--- src/rtl/cor_sequencer.sv ---
// Measurement sequencer: holdoff, arm on filtered level, capture until the correlator reports, then hand the offset to the UART side.
// Optional capture watchdog enabled by defining COR_SEQ_TIMEOUT_EN.
module cor_sequencer #(
    parameter int AD9226_MSB = 11,
    parameter int offset_MSB = 4,
    parameter int HOLDOFF    = 625_000,
    parameter int THRESHOLD  = 15,
    parameter int TIMEOUT    = 4096,
    parameter int CNT_MSB    = 20
) (
    input  logic                  AD9226_CLK,
    input  logic                  rst_n,
    input  logic                  enable,
    input  logic [AD9226_MSB:0]   sample,
    input  logic                  ready_offset,
    input  logic [offset_MSB:0]   offset_in,
    output logic                  start_cor,
    output logic [offset_MSB:0]   offset_out,
    output logic                  offset_valid,
    input  logic                  offset_ack,
    output logic                  busy,
    output logic                  timeout_err,
    input  logic                  clear_err,
    output logic [7:0]            meas_cnt
);

    localparam logic [1:0] S_HOLDOFF = 2'd0;
    localparam logic [1:0] S_ARMED   = 2'd1;
    localparam logic [1:0] S_CAPTURE = 2'd2;
    localparam logic [1:0] S_REPORT  = 2'd3;

`ifdef COR_SEQ_TIMEOUT_EN
    localparam logic WD_EN = 1'b1;
`else
    localparam logic WD_EN = 1'b0;
`endif

    localparam logic [CNT_MSB:0]           CNT_ZERO  = {(CNT_MSB+1){1'b0}};
    localparam logic [CNT_MSB:0]           CNT_ONE   = (CNT_MSB+1)'(1);
    localparam logic [CNT_MSB:0]           HOLD_LAST = (CNT_MSB+1)'(HOLDOFF - 1);
    localparam logic [CNT_MSB:0]           TO_LAST   = (CNT_MSB+1)'(TIMEOUT - 1);
    localparam logic signed [AD9226_MSB:0] THR_S     = (AD9226_MSB+1)'(THRESHOLD);

    logic [1:0]          state_q, state_d;
    logic [CNT_MSB:0]    cnt_q, cnt_d;
    logic [offset_MSB:0] offset_q, offset_d;
    logic [7:0]          meas_q, meas_d;
    logic                expire_q, expire_d;

    logic                start_cor_q, start_cor_d;
    logic [offset_MSB:0] offset_out_q, offset_out_d;
    logic                offset_valid_q, offset_valid_d;
    logic                busy_q, busy_d;
    logic                timeout_err_q, timeout_err_d;
    logic [7:0]          meas_cnt_q, meas_cnt_d;

    logic signed [AD9226_MSB:0] sample_s;
    assign sample_s = $signed(sample);

    // Next-state and shared counter; the counter restarts from zero on every state change.
    always_comb begin
        state_d  = state_q;
        cnt_d    = cnt_q;
        offset_d = offset_q;
        meas_d   = meas_q;
        expire_d = 1'b0;
        case (state_q)
            S_HOLDOFF: begin
                if (!enable) begin
                    cnt_d = CNT_ZERO;
                end else if (cnt_q == HOLD_LAST) begin
                    state_d = S_ARMED;
                    cnt_d   = CNT_ZERO;
                end else begin
                    cnt_d = cnt_q + CNT_ONE;
                end
            end
            S_ARMED: begin
                if (!enable) begin
                    state_d = S_HOLDOFF;
                    cnt_d   = CNT_ZERO;
                end else if (sample_s > THR_S) begin
                    state_d = S_CAPTURE;
                    cnt_d   = CNT_ZERO;
                end else begin
                    cnt_d = CNT_ZERO;
                end
            end
            S_CAPTURE: begin
                // Completion takes priority over a watchdog expiry in the same cycle.
                if (ready_offset) begin
                    offset_d = offset_in;
                    meas_d   = meas_q + 8'd1;
                    state_d  = S_REPORT;
                    cnt_d    = CNT_ZERO;
                end else if (WD_EN && (cnt_q == TO_LAST)) begin
                    state_d  = S_HOLDOFF;
                    cnt_d    = CNT_ZERO;
                    expire_d = 1'b1;
                end else if (WD_EN) begin
                    cnt_d = cnt_q + CNT_ONE;
                end else begin
                    cnt_d = cnt_q;
                end
            end
            S_REPORT: begin
                // Only an ack seen while the consumer can see the offset releases it.
                if (offset_ack && offset_valid_q) begin
                    state_d = S_HOLDOFF;
                    cnt_d   = CNT_ZERO;
                end else begin
                    cnt_d = CNT_ZERO;
                end
            end
            default: begin
                state_d = S_HOLDOFF;
                cnt_d   = CNT_ZERO;
            end
        endcase
    end

    // Output register stage, one edge behind the state it reflects.
    always_comb begin
        start_cor_d    = (state_q == S_CAPTURE);
        busy_d         = (state_q == S_CAPTURE) || (state_q == S_REPORT);
        offset_valid_d = (state_q == S_REPORT);
        offset_out_d   = offset_q;
        meas_cnt_d     = meas_q;
        if (expire_q) begin
            timeout_err_d = 1'b1;
        end else if (clear_err) begin
            timeout_err_d = 1'b0;
        end else begin
            timeout_err_d = timeout_err_q;
        end
    end

    // State, counter and output flops.
    always_ff @(posedge AD9226_CLK or negedge rst_n) begin
        if (!rst_n) begin
            state_q        <= S_HOLDOFF;
            cnt_q          <= CNT_ZERO;
            offset_q       <= {(offset_MSB+1){1'b0}};
            meas_q         <= 8'd0;
            expire_q       <= 1'b0;
            start_cor_q    <= 1'b0;
            offset_out_q   <= {(offset_MSB+1){1'b0}};
            offset_valid_q <= 1'b0;
            busy_q         <= 1'b0;
            timeout_err_q  <= 1'b0;
            meas_cnt_q     <= 8'd0;
        end else begin
            state_q        <= state_d;
            cnt_q          <= cnt_d;
            offset_q       <= offset_d;
            meas_q         <= meas_d;
            expire_q       <= expire_d;
            start_cor_q    <= start_cor_d;
            offset_out_q   <= offset_out_d;
            offset_valid_q <= offset_valid_d;
            busy_q         <= busy_d;
            timeout_err_q  <= timeout_err_d;
            meas_cnt_q     <= meas_cnt_d;
        end
    end

    assign start_cor    = start_cor_q;
    assign offset_out   = offset_out_q;
    assign offset_valid = offset_valid_q;
    assign busy         = busy_q;
    assign timeout_err  = timeout_err_q;
    assign meas_cnt     = meas_cnt_q;

endmodule
--- config.mk ---
export PLATFORM = sky130hd
export DESIGN_NAME = cor_sequencer
export DESIGN_NICKNAME = d
export VERILOG_FILES = /design/src/rtl/cor_sequencer.sv
export SDC_FILE = /design/constraint.sdc
export NUM_CORES = 1
export LEC_CHECK = 0
export ABC_AREA = 1
export CORE_UTILIZATION = 35
export DETAILED_ROUTE_END_ITERATION = 12
export GPL_TIMING_DRIVEN = 0
export PLACE_DENSITY_LB_ADDON = 0.08
export SKIP_LAST_GASP = 1
export SYNTH_ARGS = -nofsm -noshare
export SYNTH_HDL_FRONTEND = slang
export SYNTH_SLANG_ARGS = --single-unit
export TNS_END_PERCENT = 5
--- constraint.sdc ---
create_clock -name AD9226_CLK -period 4.05 [get_ports AD9226_CLK]
set_input_delay 0.81 -clock AD9226_CLK [delete_from_list [all_inputs] [get_ports AD9226_CLK]]
set_output_delay 0.81 -clock AD9226_CLK [all_outputs]
set_load 0.01 [all_outputs]
; ---- Word-level counts from Yosys, hierarchy flattened
; Index checks and enable logic that the tools add are counted.
; W data, S select, Z words.
[totals]
reg_bits = 52
wordCells = 38
[classes]
n_addsub = 2
order_cmp = 1
n_eq_ne = 9
n_mux = 11
reduce_logical = 6
[ops]
columns = cell, n
row1 = $mux W21, 3
row2 = $pmux W21 S3, 1
row3 = $add A21 B1 Y21 const B, 1
row4 = $eq A21 B20 Y1 const B, 1
row5 = $gt A12 B5 Y1 const B, 1
row6 = $mux W2, 6
row7 = $add A8 B1 Y8 const B, 1
row8 = $pmux W2 S4, 1
row9 = $ne A2 B2 Y1 const B, 3
row10 = $reduce_and A5 Y1, 1
row11 = $eq A2 B2 Y1 const B, 2
row12 = $ne A3 B3 Y1 const B, 1
row13 = $eq A2 B1 Y1 const B, 1
row14 = $logic_not A2 Y1, 1
row15 = $ne A2 B1 Y1 const B, 1
row16 = $reduce_and A2 Y1, 1
row17 = $reduce_or A2 Y1, 1
row18 = $logic_and A1 B1 Y1, 1
row19 = $logic_or A1 B1 Y1, 1

; ---- Depth between registers and ports, before layout
; Gate-level depths: netlist (run 1).
[logic_depth]
depth_word = 4
depth_mapped = 10
ltp_nobuf = 9

; ---- Worst setup path before layout (run 1)
; No wires, ideal clock.
[synth_path]
path_kind = input to register
start = input port ready_offset
end = register meas_q[7], in the netlist meas_cnt_d[7]
arrival_time_ns = 1.491
t_required_ns = 3.971
slack_ns = 2.480
path_stages = 6
path_cell_list = nand3_1 buf_4 nor2_2 nand4_1 nor2_1 xor2_1
[synth_via]
elab_chain_len = 1
[synth_rtl]
columns = item, line
row1 = "start, declared", 15  ; input logic ready_offset,
row2 = $reduce_and A2 Y1 (no source line), n/a
row3 = "end signal, assigned", 156  ; meas_q <= meas_d;
row4 = "end, declared", 47  ; logic [7:0] meas_q, meas_d;
; Every way passes these cells.
; A chain may end at the register's enable or synchronous reset.

; ---- Worst setup path in the final report (run 1)
[layout_path]
start = register offset_valid_q, in the netlist offset_valid
end = output port offset_valid
[layout_rtl]
columns = item, line
row1 = "start, declared", 52  ; logic offset_valid_q, offset_valid_d;
row2 = "start signal, assigned", 160  ; offset_valid_q <= offset_valid_d;
row3 = "end, declared", 19  ; output logic offset_valid,
; No word-level cell between the ends.

==> results of run 1 <==
## sequential cells by signal (all words and copies together) (netlist names), named ones only
signal and cells:
state_q 1, offset_out_d 5, start_cor 1, meas_cnt 8
offset_out 5, cnt_q 21, meas_cnt_d 8, busy 1
offset_valid 1
## synth_stat cells (3+ instances only)
cell type	count	area share, %
xnor2_1	3	1.1
nand3_1	17	3.5
nand3_2	3	1.2
nand4_1	6	1.6
nor2_1	41	6.4
o21ai_0	4	0.83
dfrtp_1	52	54
nor2_2	6	1.6
inv_2	5	0.78
inv_1	28	4.4
nand2_1	75	12
xor2_1	14	5.1
nor3_1	3	0.62
## cell usage in the layout (no fill, tap or decap), types with 4 or more instances in the layout
cell type / count
nor2_1: 41
nand2_1: 75
inv_2: 5
inv_1: 28
nand3_1: 17
clkbuf_8: 6
clkdlybuf4s50_1: 32
nand4_1: 6
o21ai_0: 4
nor2_2: 6
xor2_1: 14
dfrtp_1: 52
## cell type report
cell class | instances | area (um2)
Fill cell | 647 | 3550
Sequential cell | 52 | 1300
Multi-Input combinational cell | 187 | 953
Timing Repair Buffer | 34 | 345
Inverter | 33 | 124
Tap cell | 77 | 96.3
Clock buffer | 6 | 82.6
Buffer | 4 | 30.0
Clock inverter | 2 | 13.8
## power breakdown
part | leakage [nW] | switching, mW | internal, mW
registers | 0.671 | 0.0828 | 0.643
clock network | 0.0516 | 0.173 | 0.140
logic | 0.665 | 0.226 | 0.208
total | 1.39 | 0.483 | 0.991
## worst reg2reg max path: cells and delay by family, from the launching register on
kind | cells | cell delay (ns)
adders and majority gates | 1 | 0.20
and+or+nand+nor | 5 | 0.57
DFF | 1 | 0.40
buffers and inverters | 3 | 0.41
## per-layer routing
metal | routed length [um] | share of wire (%) | GRT usage, % | vias to the layer above
met5 | 0 | 0 | 0 | -
met2 | 2050 | 45 | 23.3 | 27
li1 | - | - | - | 934
met1 | 2280 | 50 | 19.0 | 820
met4 | 71 | 1.6 | 6.47 | 0
met3 | 168 | 3.7 | 2.63 | 4
## final timing paths
| path | from | end | slack [ns] | depth (start not counted) |
|---|---|---|---|---|
| max | offset_valid | offset_valid | 2.05 | 1 |
| min reg2reg | offset_out_d[3] | offset_out[3] | 0.39 | 0 |
| max reg2reg | cnt_q[0] | cnt_q[7] | 2.36 | 9 |
| min in group asynchronous | rst_n | busy | 0.40 | 1 |
| max in group asynchronous | rst_n | cnt_q[9] | 3.12 | 2 |
| min | offset_out_d[3] | offset_out[3] | 0.39 | 0 |
## logic make-up after synthesis
group | synth area share [%]
AO/OA/AOI/OAI | 2.13
XOR/XNOR | 6.18
adder cells (fa/ha/maj) | 1.04
other | 0.156
buffers and inverters | 6.39
AND/OR/NAND/NOR | 30.1
flip-flops | 54.0
## through the flow
step / setup WS [ns] / util (%) / total power, mW / hold slack, ns
2_1_floorplan: 2.48 / - / 0.967 / 0.354
3_3_place_gp: 0.516 / 43.7 / 1.18 / 0.360
3_5_place_dp: 1.72 / 43.9 / 1.18 / 0.365
4_1_cts: 2.03 / 45.4 / 1.51 / 0.389
5_1_grt: 1.97 / 45.4 / 1.59 / 0.413
6_report: 2.05 / 45.4 / 1.47 / 0.386
==> flow_summary_export.csv, run 1 <==
group,metric,value,unit
critical_path,critical_path_class,"reg2out",
cts,clock_path_buffers,2,
grt,grt_use_total,14.4,%
place,place_hpwl,3380,um
synth,synthArstFlopShare,100,%
final_layout,num_antenna_cells,0,
power,p_leak,1.39,nW
cts,clkLatencyLatePin,0.30,ns
synth,netlist_area,2410,um2
synth,yosys_warnings,0,
drt,drtAntennaViolNets,0,
grt,grt_pass1_vias,1781,
grt,grt_pass1_wl,8150,um
critical_path,critPathLaunchType,"flop",
drt,drt-total-wl,4570,um
drt,drt_drc_violations_left,3,
critical_path,crit_arrival,1.19,ns
place,portBuffers,33,
timing,finalCritPeriodShare,49.3,%
cts,cts_buffers,5,
drt,first_pass_iters,8,
place,gp_congestion,0.770,
critical_path,worstPathRequired,3.24,ns
timing,clock.fmax,501,MHz
final_layout,fin_nets,342,
synth,synth_cells,276,
drt,first_iter_violations,72,
die,io_pins,40,
timing,finalSetupTns,0,ns
run,drv_cap,0,
critical_path,critPathMaxStageDelay,0.53,ns
drt,drt-wirelength-per-cell,11.6,um
run_status,violations,"DRC",
min_path,hold_path.class,"reg2reg",
synth,synth_nets,301,
critical_path,path_cells,"clkdlybuf4s50_1",
timing,drv_slew,0,
synth,synth_top_flop_cell,"dfrtp_1",
cts,cts_setup_buffers,0,
final_layout,instances_no_fill,395,
final_layout,final_area,2950,um2
final_layout,drive_gt1_share,10.4,%
timing,grt_setup_unrepaired,"false",
run_status,outcome,"complete, but fails checks",
die,die_w,85.0,um
die,fp.dieH,85.0,um
timing,setup_viol,0,
die,core_area,6490,um2
cts,cts_max_level,2,
cts,root_buffer,"clkbuf_8",
synth,ys_ff_latch,52,
grt,grt_max_degree,39,
die,die_area,7220,um2
critical_path,crit_family,"buffers and inverters",
cts,ctsResizeCount,0,
die,initial_utilization,37.1,%
drt,vias,1785,
cts,postCtsHoldBufs,0,
cts,clk_pin_slew,0.10,ns
timing,period_needed,2.00,ns
grt,antenna_found_initial,0,
synth,synth_area_per_cell,8.73,um2
drt,viasPerCell,4.52,
cts,clock_sinks,52,
synth,synth_cell_type_count,27,
final_layout,synthToLayoutAreaGrowth,22.3,%
grt,grt.overflow.total,0,
timing,finalHoldViolCount,0,
cts,cts_tree,"yes",
place,dpl_cell_area,2850,um2
place,placed_cells,387,
timing,fin_skew,0.0103,ns
die,rows,29,
critical_path,crit_buf_inv,1,
power,vdd_drop_max,0.274,mV
synth,synth_edf_count,0,
critical_path,cp_max_fo,2,
synth,yosysSeqAreaShare,54.0,%
critical_path,crit_path_top_delay_cell,"clkdlybuf4s50_1",
power,power_density,500,nW/um2
critical_path,endpoint_kind,"primary output",
Power figures use the tool's default switching activity.
==> run 2: changes to the inputs <==
Clock period 4.05 ns to 2.05 ns, I/O delays scaled along.
==> results of run 2 <==
Same layout as run 1 (identical final DEF). Status: complete, but fails checks: DRC.
Main changes from that run: setup slack after placement 1.72 ns -> 0.119 ns; setup slack after layout 2.05 ns -> 0.355 ns; hold slack 0.386 ns -> 0.00464 ns; start point of the critical path offset_valid -> cnt_q[0]; end point of the critical path offset_valid -> cnt_q[7]; register-to-register setup slack 2.36 ns -> 0.36 ns; total power 1.47 mW -> 2.91 mW; worst IR drop on VDD 0.274 mV -> 0.541 mV
==> run 3: changes to the inputs <==
Clock period 2.05 ns to 1.7 ns, I/O delays scaled along.
==> run 3 against run 2 <==
Against the previous run: the run still ends with DRC left; sequential share of layout area is 0.63 points lower; cell count is 0.76% higher; clock power is 21% higher; non-clock buffer count is 3 higher; register-to-register slack worse by 0.18 ns; critical path depth stayed put; cell area is 1.4% higher; via count is 0.78% higher; critical endpoint unchanged.
==> flow_summary_export.csv, run 3 (synthesis results as in run 1) <==
group,metric,value,unit
power,p_leak,1.40,nW
timing,finalHoldViolCount,0,
place,placed_cells,387,
drt,drt-wirelength-per-cell,11.5,um
min_path,holdPathEnd,"offset_out[3]",
cts,clkLatencyLatePin,0.30,ns
power,vdd_drop_max,0.656,mV
grt,grt_pass1_wl,8180,um
die,fp.dieH,85.0,um
min_path,hp-start,"offset_out_d[3]",
drt,vias,1799,
grt,grt_use_total,14.5,%
critical_path,worstReg2RegEnd,"cnt_q[7]",
grt,antenna_found_initial,0,
drt,drt_drc_violations_left,3,
critical_path,worstPathRequired,1.89,ns
critical_path,reg2reg_depth,9,
final_layout,layout_commonest_cell,"nand2_1",
critical_path,endpoint_kind,"flop",
grt,grt.overflow.total,0,
final_layout,instances_no_fill,398,
min_path,hold-path-cell-count,0,
grt,use_met2,23.5,%
cts,root_buffer,"clkbuf_8",
drt,drtAntennaViolNets,0,
run,drv_cap,0,
final_layout,final_util,46.0,%
critical_path,critPathLaunchType,"flop",
die,io_pins,40,
die,initial_utilization,37.1,%
grt,use_met3,2.63,%
die,die_area,7220,um2
place,pre_cts_ws,-0.161,ns
critical_path,reg2reg_from,"cnt_q[1]",
final_layout,fin_nets,345,
timing,clock.fmax,654,MHz
timing,fin_skew,0.00978,ns
cts,clock_sinks,52,
timing,drv_slew,0,
final_layout,top_register,"cnt_q",
critical_path,cp_max_fo,10,
timing,finalCritPeriodShare,89.9,%
timing,grt_setup_unrepaired,"true",
cts,cts_max_level,2,
final_layout,final_cell_mix,"75 x nand2_1, 52 x dfrtp_1, 41 x nor2_1",
grt,grt_util_met1,19.0,%
cts,cts_tree,"yes",
place,gp_congestion,0.770,
min_path,hold_path.class,"reg2reg",
drt,viasPerCell,4.52,
place,place_hpwl,3380,um
final_layout,drive_gt1_share,11.5,%
cts,clock_path_buffers,2,
grt,top_usage_layer,"met2",
cts,cts_buffers,5,
final_layout,num_antenna_cells,0,
final_layout,synthToLayoutAreaGrowth,24.1,%
critical_path,crit_arrival,1.72,ns
final_layout,largest_reg_flops,21,
grt,grt_pass1_vias,1790,
grt,grt_max_degree,39,
run_status,outcome,"complete, but fails checks",
drt,first_iter_violations,60,
critical_path,reg2reg_slack,0.17,ns
timing,setup_viol,0,
drt,first_pass_iters,8,
cts,clk_pin_slew,0.10,ns
critical_path,critical_path_class,"reg2reg",
timing,finalWorstSetupSlack,0.172,ns
die,rows,29,
die,core_area,6490,um2
power,power_density,1190,nW/um2
run_status,violations,"DRC",
die,die_w,85.0,um
timing,period_needed,1.53,ns
place,portBuffers,33,
drt,drt-total-wl,4590,um
## run 3: critical path, cell delays in order (launching register included)
cell and delay (ns):
dfrtp_1 0.38, ha_2 0.19, inv_1 0.06, nor3_1 0.16
nand3_1 0.14, nand3_2 0.12, nand2_4 0.08, clkinv_4 0.08
buf_6 0.14, nor2_1 0.05
## run 3: routing by layer
metal  routed length, um  part of all wire, %
met5                   0                    0
met2                2080                   45
met3                 193                  4.2
met1                2250                   49
met4                  71                  1.5
## run 3: timing repair
action                                  4_1_cts  5_1_grt
endpoints found under the setup margin       10       11
pin swaps                                     0        1
hold buffers                                  1        0
setup buffers                                 1        1
endpoints found under the hold margin        14        0
resized for setup                             1        4
## run 3: power by group
group          internal [mW]  switching [mW]  leakage (nW)
Clock                  0.334           0.413        0.0516
Combinational          0.531           0.560         0.679
Sequential              1.53           0.194         0.671
## run 3: layout make-up
class,count,area [um2]
Buffer,4,30.0
Clock buffer,6,82.6
Clock inverter,2,13.8
Fill cell,643,3510
Inverter,33,129
Multi-Input combinational cell,187,966
Sequential cell,52,1300
Tap cell,77,96.3
Timing Repair Buffer,37,370
## run 3: through the flow
stage          TNS (ns)  hold WS [ns]  instance area, um2  power, mW
2_1_floorplan         0        0.0444                2410       2.30
3_3_place_gp     -71.86         0.360                2840       2.80
3_5_place_dp      -1.07         0.280                2850       2.82
4_1_cts               0         0.389                2970       3.62
5_1_grt         -0.0101         0.413                2990       3.85
6_report              0         0.385                2990       3.56
## run 3: how the worst max path moves through the flow
stage          slack (ns)  cells after the start          from             to
3_5_place_dp        -0.16                      7  ready_offset  meas_cnt_d[7]
3_3_place_gp        -1.36                      1         rst_n    meas_cnt[7]
5_1_grt             -0.01                      8      cnt_q[1]      cnt_q[18]
2_1_floorplan        0.27                      9      cnt_q[0]      cnt_q[13]
6_report             0.17                      9      cnt_q[1]       cnt_q[7]
4_1_cts              0.03                      9      cnt_q[1]       cnt_q[7]
